`config.mk`:
```
export PLATFORM = sky130hd
export DESIGN_NAME = character_move_controller
export DESIGN_NICKNAME = d
export VERILOG_FILES = /design/src/rtl/character_move_controller_pkg.sv /design/src/rtl/character_move_controller_key_edge_sync.sv /design/src/rtl/character_move_controller.sv
export SDC_FILE = /design/constraint.sdc
export NUM_CORES = 1
export LEC_CHECK = 0
export ABC_AREA = 1
export CORE_MARGIN = 1.5
export CORE_UTILIZATION = 50
export CTS_BUF_LIST = sky130_fd_sc_hd__clkbuf_8
export DETAILED_ROUTE_END_ITERATION = 10
export GPL_TIMING_DRIVEN = 1
export PLACE_DENSITY = 0.72
export SLEW_MARGIN = 20
export SYNTH_ARGS = -nofsm -noshare
export SYNTH_HDL_FRONTEND = slang
export SYNTH_SLANG_ARGS = --single-unit
```
`constraint.sdc`:
```
create_clock -name Clock -period 1.8 [get_ports Clock]
set_input_delay 0.54 -clock Clock [delete_from_list [all_inputs] [get_ports Clock]]
set_output_delay 0.54 -clock Clock [all_outputs]
set_load 0.005 [all_outputs]
```
`src/rtl/character_move_controller_pkg.sv`:
```
// rtl/character_move_controller_pkg.sv - shared encodings for the character move sequencer and drawer
package character_move_controller_pkg;

  typedef enum logic [2:0] {
    IDLE        = 3'd0,
    ERASE_START = 3'd1,
    ERASE_RUN   = 3'd2,
    MOVE        = 3'd3,
    DRAW_START  = 3'd4,
    DRAW_RUN    = 3'd5
  } state_t;

  localparam logic [1:0] POS0 = 2'd0;
  localparam logic [1:0] POS1 = 2'd1;
  localparam logic [1:0] POS2 = 2'd2;
  localparam logic [1:0] POS3 = 2'd3;

  typedef enum logic [1:0] {
    NONE  = 2'd0,
    LEFT  = 2'd1,
    RIGHT = 2'd2
  } pending_t;

  // Positions clamp at the screen edges; there is no wrap-around.
  function automatic logic move_legal(input pending_t dir, input logic [1:0] pos);
    return ((dir == LEFT) && (pos != POS0)) || ((dir == RIGHT) && (pos != POS3));
  endfunction

endpackage

```
`src/rtl/character_move_controller_key_edge_sync.sv`:
```
// rtl/character_move_controller_key_edge_sync.sv - key synchronizer with falling-edge press pulse
module key_edge_sync (
  input  logic Clock,
  input  logic Reset,
  input  logic key,
  output logic press
);

  logic sync1;
  logic sync2;
  logic prev;

  // Buttons idle high, so all stages reset to the released level.
  always_ff @(posedge Clock) begin
    if (!Reset) begin
      sync1 <= 1'b1;
      sync2 <= 1'b1;
      prev  <= 1'b1;
    end else begin
      sync1 <= key;
      sync2 <= sync1;
      prev  <= sync2;
    end
  end

  assign press = prev & ~sync2;

endmodule

```
`src/rtl/character_move_controller.sv`:
```
// rtl/character_move_controller.sv - erase/move/redraw sequencer driving the character drawer
module character_move_controller
  import character_move_controller_pkg::*;
#(
  parameter int HOLD_FRAMES  = 4,
  parameter int START_CYCLES = 2,
  parameter int WATCHDOG     = 128
) (
  input  logic       Clock,
  input  logic       Reset,
  input  logic       KeyLeft,
  input  logic       KeyRight,
  input  logic       FrameTick,
  input  logic       DoneDrawing,
  output logic [3:0] DrawPos,
  output logic       DrawerReset,
  output logic       Erase,
  output logic       PlotEn,
  output logic       Busy,
  output logic       Fault
);

  localparam int HW = (HOLD_FRAMES > 0) ? $clog2(HOLD_FRAMES + 1) : 1;
  localparam int SW = $clog2(START_CYCLES + 1);
  localparam int WW = $clog2(WATCHDOG + 1);
  localparam logic [HW-1:0] HOLD_LOAD  = HW'(HOLD_FRAMES);
  localparam logic [SW-1:0] START_LAST = SW'(START_CYCLES - 1);
  localparam logic [WW-1:0] WD_LAST    = WW'(WATCHDOG - 1);

  state_t          state;
  state_t          state_n;
  pending_t        pending;
  logic [1:0]      pos;
  logic            dir_right;
  logic [HW-1:0]   hold;
  logic [SW-1:0]   start_cnt;
  logic [WW-1:0]   wd_cnt;
  logic            fault;
  logic            press_left;
  logic            press_right;
  logic            accept;
  logic            reject;
  logic            timeout;

  key_edge_sync u_left (
    .Clock (Clock),
    .Reset (Reset),
    .key   (KeyLeft),
    .press (press_left)
  );

  key_edge_sync u_right (
    .Clock (Clock),
    .Reset (Reset),
    .key   (KeyRight),
    .press (press_right)
  );

  always_comb begin
    state_n     = state;
    DrawerReset = 1'b1;
    Erase       = 1'b0;
    PlotEn      = 1'b0;
    accept      = 1'b0;
    reject      = 1'b0;
    timeout     = 1'b0;
    case (state)
      IDLE: begin
        if (FrameTick && (pending != NONE) && (hold == '0)) begin
          if (move_legal(pending, pos)) begin
            accept  = 1'b1;
            state_n = ERASE_START;
          end else begin
            reject = 1'b1;
          end
        end
      end
      ERASE_START: begin
        DrawerReset = 1'b0;
        Erase       = 1'b1;
        if (start_cnt == START_LAST) state_n = ERASE_RUN;
      end
      ERASE_RUN: begin
        Erase   = 1'b1;
        PlotEn  = 1'b1;
        timeout = (wd_cnt == WD_LAST);
        if (DoneDrawing || timeout) state_n = MOVE;
      end
      MOVE: begin
        state_n = DRAW_START;
      end
      DRAW_START: begin
        DrawerReset = 1'b0;
        if (start_cnt == START_LAST) state_n = DRAW_RUN;
      end
      DRAW_RUN: begin
        PlotEn  = 1'b1;
        timeout = (wd_cnt == WD_LAST);
        if (DoneDrawing || timeout) state_n = IDLE;
      end
      default: state_n = IDLE;
    endcase
  end

  always_ff @(posedge Clock) begin
    if (!Reset) begin
      state     <= DRAW_START;
      pos       <= POS0;
      dir_right <= 1'b0;
      pending   <= NONE;
      hold      <= '0;
      start_cnt <= '0;
      wd_cnt    <= '0;
      fault     <= 1'b0;
    end else begin
      state <= state_n;

      // Both counters restart whenever the state changes, so each pass starts from zero.
      if (((state == ERASE_START) || (state == DRAW_START)) && (state_n == state))
        start_cnt <= start_cnt + SW'(1);
      else
        start_cnt <= '0;

      if (((state == ERASE_RUN) || (state == DRAW_RUN)) && (state_n == state))
        wd_cnt <= wd_cnt + WW'(1);
      else
        wd_cnt <= '0;

      if (timeout && !DoneDrawing) fault <= 1'b1;

      if (accept) dir_right <= (pending == RIGHT);

      if (state == MOVE) pos <= dir_right ? (pos + 2'd1) : (pos - 2'd1);

      if (accept)
        hold <= HOLD_LOAD;
      else if (FrameTick && (hold != '0))
        hold <= hold - HW'(1);

      // A fresh press wins over the accept/reject clear so it is not lost.
      if (press_left && press_right)
        pending <= NONE;
      else if (press_left)
        pending <= LEFT;
      else if (press_right)
        pending <= RIGHT;
      else if (accept || reject)
        pending <= NONE;
    end
  end

  assign DrawPos = {2'b00, pos};
  assign Busy    = (state != IDLE);
  assign Fault   = fault;

endmodule

```
==> results.txt <==
Outcome: finished, final reports clean
Clock Latency Late Sink: 0.28 ns
Largest cells by area after synthesis: dfxtp_1 (44%), inv_1 (7.6%), nor2_1 (7.0%)
Area delta synth->final: 28.39%
Gpl congestion: 0.8525
NetSw: 0.0006051 W
Crit path largest cell delay: 0.37 ns
Clock skew: 0.004670 ns
Most numerous cell in the Yosys netlist: dfxtp_1
# diodes: 0
Worst VDD drop: 0.9127 mV
Part of the power in combinational logic: 35.1%
Setup TNS: 0 ns
Cell chain of the critical path: buf_6, nand3_4, o21ai_0, dlygate4sd2_1
Sequential share of the synthesized area: 43.71%
Setup crit end kind: primary output
Synth top cells by count: dfxtp_1 (28), inv_1 (26), nor2_1 (24), nand2_1 (22), a21oi_1 (10)
Ys Warns: 0
Final setup fails: 0
Fraction of layout cells with a size suffix above 1: 25.91%
Antenna Nets Post-Route: 0
Nets: 204
Pin count of the biggest net entering global routing: 17
RSZ-0062 raised after global routing: no
CTS Buf Count: 3
Net Sw Frac: 31.50%
WS Path Type: register to primary output
Clock power share: 26.0%
Main flop type after synthesis: dfxtp_1
Power density cells: 1167 nW/um^2
Yosys reg bits: 28
Drt drc: 0
Die width: 53.65 um
Wirelength per Cell: 11.87 um
Initial detailed-routing violation count: 15
CP Data Arrival Time: 1.20 ns
Worst hold margin: 0.4286 ns
Total of max-cap violations: 0
P_leak: 0.6945 nW
Core Area: 2455 sq um
Slew Limit Fails: 0
Internal: 0.001316 W
CTS tree: yes
Die height: 53.65 um
Vias per cell: 4.870
Netlist cell types: 25
Clock Tree Root: clkbuf_8
Vias in the first global route: 1029
Ports: 15
WL final: 2.647 mm
Slowest CP cell: dfxtp_4
Total track usage: 20.86%
Row count: 18
First-pass GRT wire length: 4.257 mm
CTS H-tree depth: 1
Die area: 2878 sq um
TritonRoute pass-1 iters: 4
Worst EP required: 1.26 ns
Post-Syn Area: 1282 sq um
Final HPWL from detailed placement: 1.912 mm
Post-synth EDFFs: 0
Clk buf depth: 2
Critical Path Source Type: register
IO buf count: 12
Antenna violations before repair: 0
Total grt overflow: 0
Async SR Flop Fraction: 0%
Hold crit path type: register to register
Final Critical Period: 1.735 ns
Fmax: 576.4 MHz
Area leader, netlist: dfxtp_1
Vias after detailed routing: 1086
Initial core utilization: 52.24%
Final hold viol count: 0
Final Cycle Share: 96.39%
Worst-path clk slew: 0.10 ns
Post-Synthesis Cells: 165
Clock Sinks: 28
Synth top area share: 43.71%
Relative contribution of sequential cells to total power: 38.8%
Worst Path Max Fanout: 4
Synth Area per Inst: 7.773 sq um
cell usage in the layout (no fill, tap or decap), drive strengths merged, types with 2 or more instances in the layout:
master	n
inv	29
xor2	6
clkdlybuf4s50	8
dlygate4sd2	2
clkbuf	5
buf	14
nand2	24
dfxtp	28
nand4	2
nor3	5
conb	2
nor2	28
or2	7
o21ai	4
ha	4
a21oi	10
nand3	10
flip-flops by register name (all words and copies together), names as in the netlist, 2 cells and up:
| register | count |
|---|---|
| state | 3 |
| start_cnt | 2 |
| pos | 2 |
| hold | 3 |
| wd_cnt | 8 |
| pending | 2 |
final timing paths:
kind                       startpoint                        to  slack (ns)  cells past startpoint
max reg2reg      hold[0]$_SDFFE_PP0P_      wd_cnt[4]$_SDFF_PN0_        0.18                     10
min reg2reg  u_right.sync1$_SDFF_PN1_  u_right.sync2$_SDFF_PN1_        0.43                      1
max               state[0]$_SDFF_PN0_                     Erase        0.06                      4
min          u_right.sync1$_SDFF_PN1_  u_right.sync2$_SDFF_PN1_        0.43                      1
critical path, delay by kind of cell (launching register included):
| kind | cells | cell delay [ns] |
|---|---|---|
| buffers and inverters | 2 | 0.39 |
| DFF | 1 | 0.37 |
| and+or+nand+nor | 1 | 0.09 |
| AOI/OAI and AO/OA | 1 | 0.07 |
per-layer routing:
layer / track usage (%) / part of all wire [%]
met4: 10.26 / 1.7
met1: 23.49 / 42
met3: 2.500 / 3.8
met2: 38.48 / 53
met5: 0 / 0
per-stage QoR:
stage / power [W] / util [%] / cell area (sq um) / setup slack (ns) / cells
2_1_floorplan: 0.001097 / - / 1286 / 0.3510 / 166
3_3_place_gp: 0.001284 / 60.50 / 1485 / -0.1204 / 213
3_5_place_dp: 0.001318 / 60.50 / 1485 / -0.1945 / 213
4_1_cts: 0.001898 / 66.67 / 1637 / -0.01974 / 223
5_1_grt: 0.002030 / 67.07 / 1647 / 0.01036 / 223
6_report: 0.001921 / 67.07 / 1647 / 0.06498 / 223
power by group through the flow:
stage          clock network [W]  logic (W)  registers (W)
5_1_grt                 0.000526   0.000752       0.000752
3_3_place_gp                   0   0.000540       0.000743
3_5_place_dp                   0   0.000570       0.000748
6_report                0.000500   0.000675       0.000746
4_1_cts                 0.000504   0.000653       0.000740
2_1_floorplan                  0   0.000357       0.000740
cell families after synthesis:
family	Yosys count	synth area share, %
buffers and inverters	32	9.950
other	1	0.2924
AO/OA/AOI/OAI	15	6.049
adder cells (fa/ha/maj)	4	3.903
AND/OR/NAND/NOR	78	31.32
flip-flops	28	43.71
XOR/XNOR	7	4.781
layout make-up:
class | count | area, sq um
Fill cell | 205 | 808.3
Multi-Input combinational cell | 106 | 635.6
Sequential cell | 28 | 569.3
Timing Repair Buffer | 26 | 216.5
Inverter | 29 | 116.4
Clock buffer | 3 | 41.29
Tap cell | 30 | 37.54
Clock inverter | 1 | 30.03
what timing repair did:
action                     CTS  global route
setup buffers                6             0
resized for setup           18             8
setup endpoints to repair    4             2
hold buffers                 0             0
pin swaps                    3             2
No activity file was read; power rests on OpenSTA's default activity.
